<file path="src/rtl/os_column_drain.sv">
// Output drain for one systolic-array column: snapshot the column's MAC words, pulse a clear,
// then stream them row 0 first. Define DRAIN_SATURATE_EN to clamp words to OUT_W bits instead of truncating.
module os_column_drain #(
  parameter int ROWS      = 4,
  parameter int WIDTH_MAC = 48,
  parameter int OUT_W     = 32,
  parameter int SIGNED    = 0,
  localparam int ROW_W    = (ROWS > 1) ? $clog2(ROWS) : 1
) (
  input  logic                      clk,
  input  logic                      rst,
  input  logic [ROWS*WIDTH_MAC-1:0] mac_in,
  input  logic                      mac_valid,
  input  logic                      out_ready,
  output logic                      out_valid,
  output logic [OUT_W-1:0]          out_data,
  output logic [ROW_W-1:0]          out_row,
  output logic                      out_last,
  output logic                      out_sat,
  output logic                      busy,
  output logic                      clear_out,
  output logic                      overrun
);

  typedef enum logic {IDLE, DRAIN} state_t;

  state_t state, next_state;

  logic [ROW_W-1:0]     row_cnt;
  logic [WIDTH_MAC-1:0] mac_word  [ROWS];
  logic [OUT_W-1:0]     conv_data [ROWS];
  logic [ROWS-1:0]      conv_sat;
  logic [OUT_W-1:0]     data_buf  [ROWS];
  logic [ROWS-1:0]      sat_buf;
  logic                 capture;
  logic                 last_row;

  assign capture  = (state == IDLE) && mac_valid;
  assign last_row = (row_cnt == ROW_W'(ROWS - 1));

  always_comb begin
    for (int r = 0; r < ROWS; r++) begin
      mac_word[r] = mac_in[r*WIDTH_MAC +: WIDTH_MAC];
    end
  end

`ifdef DRAIN_SATURATE_EN
  // Shift-based limits stay valid for OUT_W == WIDTH_MAC, where nothing can exceed them.
  localparam logic [WIDTH_MAC-1:0] UMAX = (WIDTH_MAC'(1) << OUT_W) - WIDTH_MAC'(1);
  localparam logic [WIDTH_MAC-1:0] SMAX = (WIDTH_MAC'(1) << (OUT_W - 1)) - WIDTH_MAC'(1);
  localparam logic [WIDTH_MAC-1:0] SMIN = ~SMAX;

  always_comb begin
    for (int r = 0; r < ROWS; r++) begin
      conv_data[r] = mac_word[r][OUT_W-1:0];
      conv_sat[r]  = 1'b0;
      if (SIGNED != 0) begin
        if ($signed(mac_word[r]) > $signed(SMAX)) begin
          conv_data[r] = SMAX[OUT_W-1:0];
          conv_sat[r]  = 1'b1;
        end else if ($signed(mac_word[r]) < $signed(SMIN)) begin
          conv_data[r] = SMIN[OUT_W-1:0];
          conv_sat[r]  = 1'b1;
        end
      end else if (mac_word[r] > UMAX) begin
        conv_data[r] = UMAX[OUT_W-1:0];
        conv_sat[r]  = 1'b1;
      end
    end
  end
`else
  logic unused_bits;
  assign unused_bits = ^{mac_in, SIGNED[0]};

  always_comb begin
    for (int r = 0; r < ROWS; r++) begin
      conv_data[r] = mac_word[r][OUT_W-1:0];
      conv_sat[r]  = 1'b0;
    end
  end
`endif

  // Words are converted on the way in, so draining adds no conversion latency.
  always_ff @(posedge clk) begin
    if (capture) begin
      for (int r = 0; r < ROWS; r++) begin
        data_buf[r] <= conv_data[r];
      end
      sat_buf <= conv_sat;
    end
  end

  always_ff @(posedge clk or posedge rst) begin
    if (rst) state <= IDLE;
    else     state <= next_state;
  end

  always_comb begin
    next_state = state;
    case (state)
      IDLE:    if (mac_valid) next_state = DRAIN;
      DRAIN:   if (out_ready && last_row) next_state = IDLE;
      default: next_state = IDLE;
    endcase
  end

  always_ff @(posedge clk or posedge rst) begin
    if (rst) begin
      row_cnt   <= '0;
      clear_out <= 1'b0;
      overrun   <= 1'b0;
    end else begin
      clear_out <= capture;
      if (state == DRAIN) begin
        if (mac_valid) overrun <= 1'b1;
        if (out_ready) row_cnt <= last_row ? '0 : row_cnt + ROW_W'(1);
      end else if (capture) begin
        row_cnt <= '0;
      end
    end
  end

  assign busy      = (state == DRAIN);
  assign out_valid = busy;
  assign out_data  = busy ? data_buf[row_cnt] : '0;
  assign out_row   = busy ? row_cnt : '0;
  assign out_last  = busy && last_row;
  assign out_sat   = busy && sat_buf[row_cnt];

endmodule

</file>
<file path="config.mk">
export PLATFORM = sky130hd
export DESIGN_NAME = os_column_drain
export DESIGN_NICKNAME = d
export VERILOG_FILES = /design/src/rtl/os_column_drain.sv
export SDC_FILE = /design/constraint.sdc
export NUM_CORES = 1
export LEC_CHECK = 0
export CAP_MARGIN = 20
export CELL_PAD_IN_SITES_DETAIL_PLACEMENT = 0
export CELL_PAD_IN_SITES_GLOBAL_PLACEMENT = 1
export CORE_ASPECT_RATIO = 2
export CORE_UTILIZATION = 30
export CTS_CLUSTER_SIZE = 28
export DETAILED_ROUTE_END_ITERATION = 7
export PLACE_DENSITY_LB_ADDON = 0.1
export SLEW_MARGIN = 25
export SYNTH_ARGS = -nofsm -noshare
export SYNTH_HDL_FRONTEND = slang
export SYNTH_SLANG_ARGS = --single-unit
export TNS_END_PERCENT = 5
</file>
<file path="constraint.sdc">
create_clock -name clk -period 6.5 [get_ports clk]
set_input_delay 0.975 -clock clk [delete_from_list [all_inputs] [get_ports clk]]
set_output_delay 0.975 -clock clk [all_outputs]
set_load 0.005 [all_outputs]
</file>
==> out/metrics.csv, run 1 <==
stage,metric,value,unit
outcome,status,"complete, no violations",
worst_setup_path,worst path buffer plus inverter count,2,
drt,DR pass1 iterations,4,
timing,Worst Skew,0.00776,ns
drt,wire per inst,17.6,µm
clock_tree,Post-CTS Hold Buffers,0,
clock_tree,CTS tree,done,
floorplanning,io pins,236,
clock_tree,H-tree lvl count,4,
power_and_ir_drop,maximum vdd drop,190,µV
layout,share of layout cells above drive strength 1,8.17,%
drt,via/cell ratio,4.52,
worst_setup_path,CP cell instances,nand2_1 -> buf_4 -> o22ai_1 -> clkdlybuf4s50_1,
worst_setup_path,worst reg-to-reg path cell count,4,
worst_setup_path,reg2reg start,row_cnt[1],
floorplanning,core box area,0.0167,mm²
synth,top post-synthesis cells by area,"edfxtp_1 75%, mux2i_1 13%, o22ai_1 3.7%, dfrtp_1 2.4%, buf_12 1.6%",
clock_tree,clock slew at reported path FFs,0.05,ns
drt,vias after detailed routing,2993,
synth,"flops & latches, synth",133,
synth,dominant cell type by area after synthesis,edfxtp_1,
clock_tree,post_cts resized,0,
worst_setup_path,Crit Path Class,reg -> out,
timing,Slew Limit Fails,0,
floorplanning,Die Width,94.3,µm
timing,Slew @ Worst Pin,0.897,ns
layout,Fill cells,1476,
min_path,Hold WC Path Type,reg -> reg,
worst_setup_path,"critical path fanouts, max",17,
synth,Synth Net Count,461,
layout,synth-to-layout area growth,48.6,%
placement,hpwl dp,7880,µm
timing,worst setup margin,2.61,ns
timing,TNS Setup,0,ns
synth,Syn. warnings,0,
grt,initial antenna violation count,2,
drt,"antenna viol nets, final",0,
grt,vias in the first global route,3266,
synth,area share of the largest cell type after synthesis,75.2,%
timing,slew margin rel.,40.2,%
placement,count of input and output buffers,170,
clock_tree,clock buffer depth,2,
worst_setup_path,RR Endpoint,row_cnt[0],
worst_setup_path,Crit-path slowest cell,dfrtp_1,
drt,drt initial violations,64,
layout,most frequent cells in the layout,"170 x clkdlybuf4s50_1, 128 x edfxtp_1, 67 x mux2i_1",
timing,unrepaired setup endpoints after global routing,no,
worst_setup_path,"Req. time, crit path",5.52,ns
worst_setup_path,"Largest delay share family, worst path",buffers and inverters,
drt,DRC,0,
floorplanning,FP Rows,67,
grt,remaining global-route overflow,0,
layout,Nets,637,
power_and_ir_drop,P per Cell Area,408,mW/mm²
clock_tree,clock sinks,133,
worst_setup_path,reg2reg setup slack,4.28,ns
grt,Total Routing Usage GR,13.9,%
synth,synthesized area per cell,19.4,µm²
synth,Mapped Cells,264,
floorplanning,die area,0.0176,mm²
drt,total routed wirelength,11600,µm
clock_tree,Skew-Pair Late Insertion Delay,0.41,ns
synth,Yosys cell types,21,
worst_setup_path,Crit. End Element,primary output,
layout,footprint of the multi-input gates,976,µm²
timing,fmax,257,MHz
grt,largest net degree at the start of global routing,97,
floorplanning,initial core utilization,30.6,%
worst_setup_path,crit path DAT,2.91,ns
job,# Max-Cap Violations,0,
layout,FF+latch area,0.00397,mm²
clock_tree,total CTS buffers,17,
timing,"Min Clock Period, post-route",3.89,ns
worst_setup_path,Setup crit start kind,register,
power_and_ir_drop,Leak,2.65,nW
synth,cell area after synthesis,0.00511,mm²
layout,"commonest non-fill, non-tap cell in the layout",clkdlybuf4s50_1,
clock_tree,CTS root buf,clkbuf_16,
grt,first-pass GRT wire length,17300,µm
timing,Hold Fails Final Rpt,0,
placement,RD Place Congestion,0.682,
clock_tree,Post-CTS Setup Inserts,0,
min_path,worst hold stages,1,
floorplanning,die height,187,µm
timing,fin crit share,59.8,%
worst_setup_path,Max stage delay on crit path,0.65,ns
min_path,worst min-delay path startpoint,overrun,
synth,post-synthesis sequential area ratio,77.7,%
timing,final setup violation count,0,
min_path,Hold EP,overrun,
placement,post-place setup slack,2.97,ns
[stage by stage]
step | utilization, % | hold slack (ns) | cells | power [mW] | instance area [µm²]
floorplan | - | 0.451 | 264 | 1.69 | 5110
global placement | 41.7 | 0.446 | 627 | 2.14 | 6950
detailed placement | 41.7 | 0.456 | 627 | 2.15 | 6950
CTS | 45.3 | 0.471 | 659 | 3.16 | 7560
global route | 45.5 | 0.489 | 662 | 3.25 | 7590
finish | 45.5 | 0.462 | 662 | 3.10 | 7590
[final cells by class]
class,instances,share of cell area (%)
Timing Repair Buffer,174,23.1
Antenna cell,2,0.0659
Multi-Input combinational cell,112,12.9
Sequential cell,133,52.3
Tap cell,207,3.41
Clock buffer,17,5.61
Clock inverter,15,2.47
Inverter,2,0.0989
[cell families after synthesis]
| group | count (synthesis) | share of synthesized area, % |
|---|---|---|
| fa+ha+maj | 1 | 0.245 |
| simple gates | 8 | 0.833 |
| other cells | 1 | 0.0734 |
| mux | 67 | 13.1 |
| compound gates | 35 | 4.63 |
| flops | 133 | 77.7 |
| buf+inv | 19 | 3.40 |
[per-layer routing]
layer  global-route usage [%]  share of wire [%]  wire length, µm  vias to the layer above
li1                         -                  -                -                     1415
met1                     13.3                 34             3940                     1441
met2                     24.9                 56             6560                      120
met3                     4.48                7.2              832                       17
met4                     8.22                2.5              293                        0
met5                        0                  0                0                        -
[report_power, final]
part           switching (mW)  total, mW  internal, mW
combinational           0.413      0.958         0.545
clock                   0.350      0.986         0.636
sequential             0.0862       1.16          1.07
[registers in the layout, summed over array words and instances (netlist names)]
name	count
data_buf	128
row_cnt	2
busy	1
clear_out	1
overrun	1
[how the worst max path moves through the flow]
stage	endpoint	slack, ns	cells past startpoint	startpoint
final	out_data[15]	2.61	4	busy
after global routing	out_data[24]	2.41	4	busy
after detailed placement	out_data[20]	2.97	4	busy
after floorplan	data_buf[0][0]	1.73	1	mac_valid
after global placement	out_data[24]	3.00	4	busy
after CTS	out_data[20]	2.51	4	busy
[Yosys cell counts, drive strengths merged]
library cell,count
a21o,1
a31oi,1
a32o,1
and2,2
buf,14
clkbuf,3
conb,1
dfrtp,5
edfxtp,128
ha,1
inv,2
mux2i,67
nand2,1
nand2b,2
nor2,2
nor2b,1
o22ai,32
No activity file was read; power rests on OpenSTA's default activity.
==> run 2: changes to the inputs <==
Settings changed: CORE_UTILIZATION 30 to 33.
Clock period 6.5 ns to 3.91 ns, I/O delays scaled along.
==> run 2 against run 1 <==
- critical path depth decreased by 1
- sequential power increased by 66%
- clock skew decreased by 0.0038 ns
- global-route usage increased by 0.84 points
- clock power increased by 70%
- routed wire length decreased by 3.1%
- total power increased by 68%
- sequential share of layout area decreased by 0.15 points
- setup slack got worse by 2.0 ns
- die area decreased by 8.9%
- count of clock-buffer cells in the layout increased by 1
- critical path type unchanged
- critical endpoint is now out_data[13]
- largest power group unchanged
==> out/metrics.csv, run 2 (synthesis gave the netlist of run 1 again) <==
stage,metric,value,unit
clock_tree,Skew-Pair Late Insertion Delay,0.41,ns
clock_tree,post_cts resized,0,
layout,"commonest non-fill, non-tap cell in the layout",clkdlybuf4s50_1,
drt,"antenna viol nets, final",0,
clock_tree,clock sinks,133,
placement,count of input and output buffers,170,
placement,number of instances in the placed design,620,
worst_setup_path,Max stage delay on crit path,0.68,ns
floorplanning,initial core utilization,33.6,%
timing,fin crit share,83.3,%
clock_tree,clock buffer depth,2,
layout,Nets,638,
layout,Final Cell Area,0.00761,mm²
worst_setup_path,CP cell instances,nand2b_2 -> o22ai_1 -> clkdlybuf4s50_1,
worst_setup_path,reg2reg start,busy,
timing,Slew @ Worst Pin,0.899,ns
floorplanning,io pins,236,
job,# Max-Cap Violations,0,
timing,fmax,307,MHz
timing,Worst Skew,0.00395,ns
clock_tree,H-tree lvl count,4,
drt,vias after detailed routing,2952,
worst_setup_path,Crit. End Element,primary output,
floorplanning,FP Rows,64,
drt,via/cell ratio,4.53,
layout,Regs by FF count,"data_buf: 128 flops, row_cnt: 2 flops",
worst_setup_path,"Req. time, crit path",3.32,ns
grt,Total Routing Usage GR,14.7,%
timing,Slew Limit Fails,0,
placement,post-placement cell area,0.00698,mm²
worst_setup_path,Crit-path slowest cell,dfrtp_1,
placement,RD Place Congestion,0.692,
power_and_ir_drop,Pwr Total,5.21,mW
layout,share of layout cells above drive strength 1,9.03,%
placement,hpwl dp,7440,µm
floorplanning,die height,178,µm
grt,largest net degree at the start of global routing,59,
worst_setup_path,RR Endpoint,data_buf[1][10],
layout,Layout Cells excl Fill,652,
layout,flip-flop count of the largest register after layout,128,
worst_setup_path,reg2reg setup slack,1.98,ns
clock_tree,CTS tree,done,
floorplanning,Die Width,90.0,µm
clock_tree,Post-CTS Hold Buffers,0,
layout,FF+latch area,0.00397,mm²
grt,initial antenna violation count,0,
layout,Top reg by flops,data_buf,
layout,synth-to-layout area growth,49.0,%
timing,slew margin rel.,40.0,%
worst_setup_path,Crit Path Class,reg -> out,
grt,vias in the first global route,3312,
clock_tree,CTS root buf,clkbuf_16,
layout,Fill cells,1291,
clock_tree,Post-CTS Setup Inserts,0,
layout,antenna cells,0,
power_and_ir_drop,maximum vdd drop,338,µV
layout,Layout Utilization,50.0,%
timing,TNS Setup,0,ns
outcome,status,"complete, no violations",
drt,wire per inst,17.3,µm
drt,DR pass1 iterations,4,
drt,total routed wirelength,11300,µm
worst_setup_path,crit path DAT,2.67,ns
floorplanning,die area,0.0160,mm²
timing,"Min Clock Period, post-route",3.26,ns
worst_setup_path,worst reg-to-reg path cell count,2,
timing,final setup violation count,0,
power_and_ir_drop,P per Cell Area,684,mW/mm²
timing,Hold Fails Final Rpt,0,
layout,most frequent cells in the layout,"170 x clkdlybuf4s50_1, 128 x edfxtp_1, 67 x mux2i_1",
timing,final hold slack,0.388,ns
worst_setup_path,"critical path fanouts, max",32,
drt,DRC,0,
placement,post-place setup slack,1.02,ns
power_and_ir_drop,Leak,2.67,nW
timing,worst setup margin,0.653,ns
floorplanning,core box area,0.0152,mm²
clock_tree,total CTS buffers,17,
min_path,Hold WC Path Type,in -> async,
drt,drt initial violations,88,
clock_tree,clock slew at reported path FFs,0.06,ns
grt,first-pass GRT wire length,17300,µm
grt,remaining global-route overflow,0,
timing,unrepaired setup endpoints after global routing,no,
layout,footprint of the multi-input gates,976,µm²
worst_setup_path,Setup crit start kind,register,
## run 2: worst max path at each step
| stage | from | end | slack [ns] | cells past startpoint |
|---|---|---|---|---|
| 6_report | busy | out_data[13] | 0.65 | 3 |
| 2_1_floorplan | mac_valid | data_buf[0][0] | 0.96 | 1 |
| 3_3_place_gp | busy | out_data[13] | 1.01 | 3 |
| 4_1_cts | busy | out_data[13] | 0.55 | 3 |
| 3_5_place_dp | busy | out_data[0] | 1.02 | 3 |
| 5_1_grt | busy | out_data[13] | 0.42 | 3 |
## run 2: layer usage
metal / wire length, µm / share of wire [%] / GRT usage [%] / up-vias
met1: 4190 / 37 / 14.9 / 1411
met2: 6180 / 55 / 26.9 / 119
li1: - / - / - / 1409
met5: 0 / 0 / 0 / -
met3: 649 / 5.8 / 4.76 / 13
met4: 248 / 2.2 / 7.59 / 0
## run 2: power by group
part	total, mW	internal [mW]	switching (mW)	leakage [nW]
Sequential	1.93	1.78	0.152	1.22
Combinational	1.60	0.924	0.672	1.15
Clock	1.68	1.08	0.606	0.301
## run 2: final cells by class
type	count	area share, %
Clock buffer	18	5.64
Clock inverter	14	2.65
Inverter	2	0.0986
Multi-Input combinational cell	112	12.8
Sequential cell	133	52.2
Tap cell	198	3.25
Timing Repair Buffer	175	23.3
## run 2: critical path: cells and delay by family (launching register included)
family                 cells  cell delay (ns)
DFF                        1             0.68
and+or+nand+nor            1             0.63
buffers and inverters      1             0.55
AOI/OAI and AO/OA          1             0.38
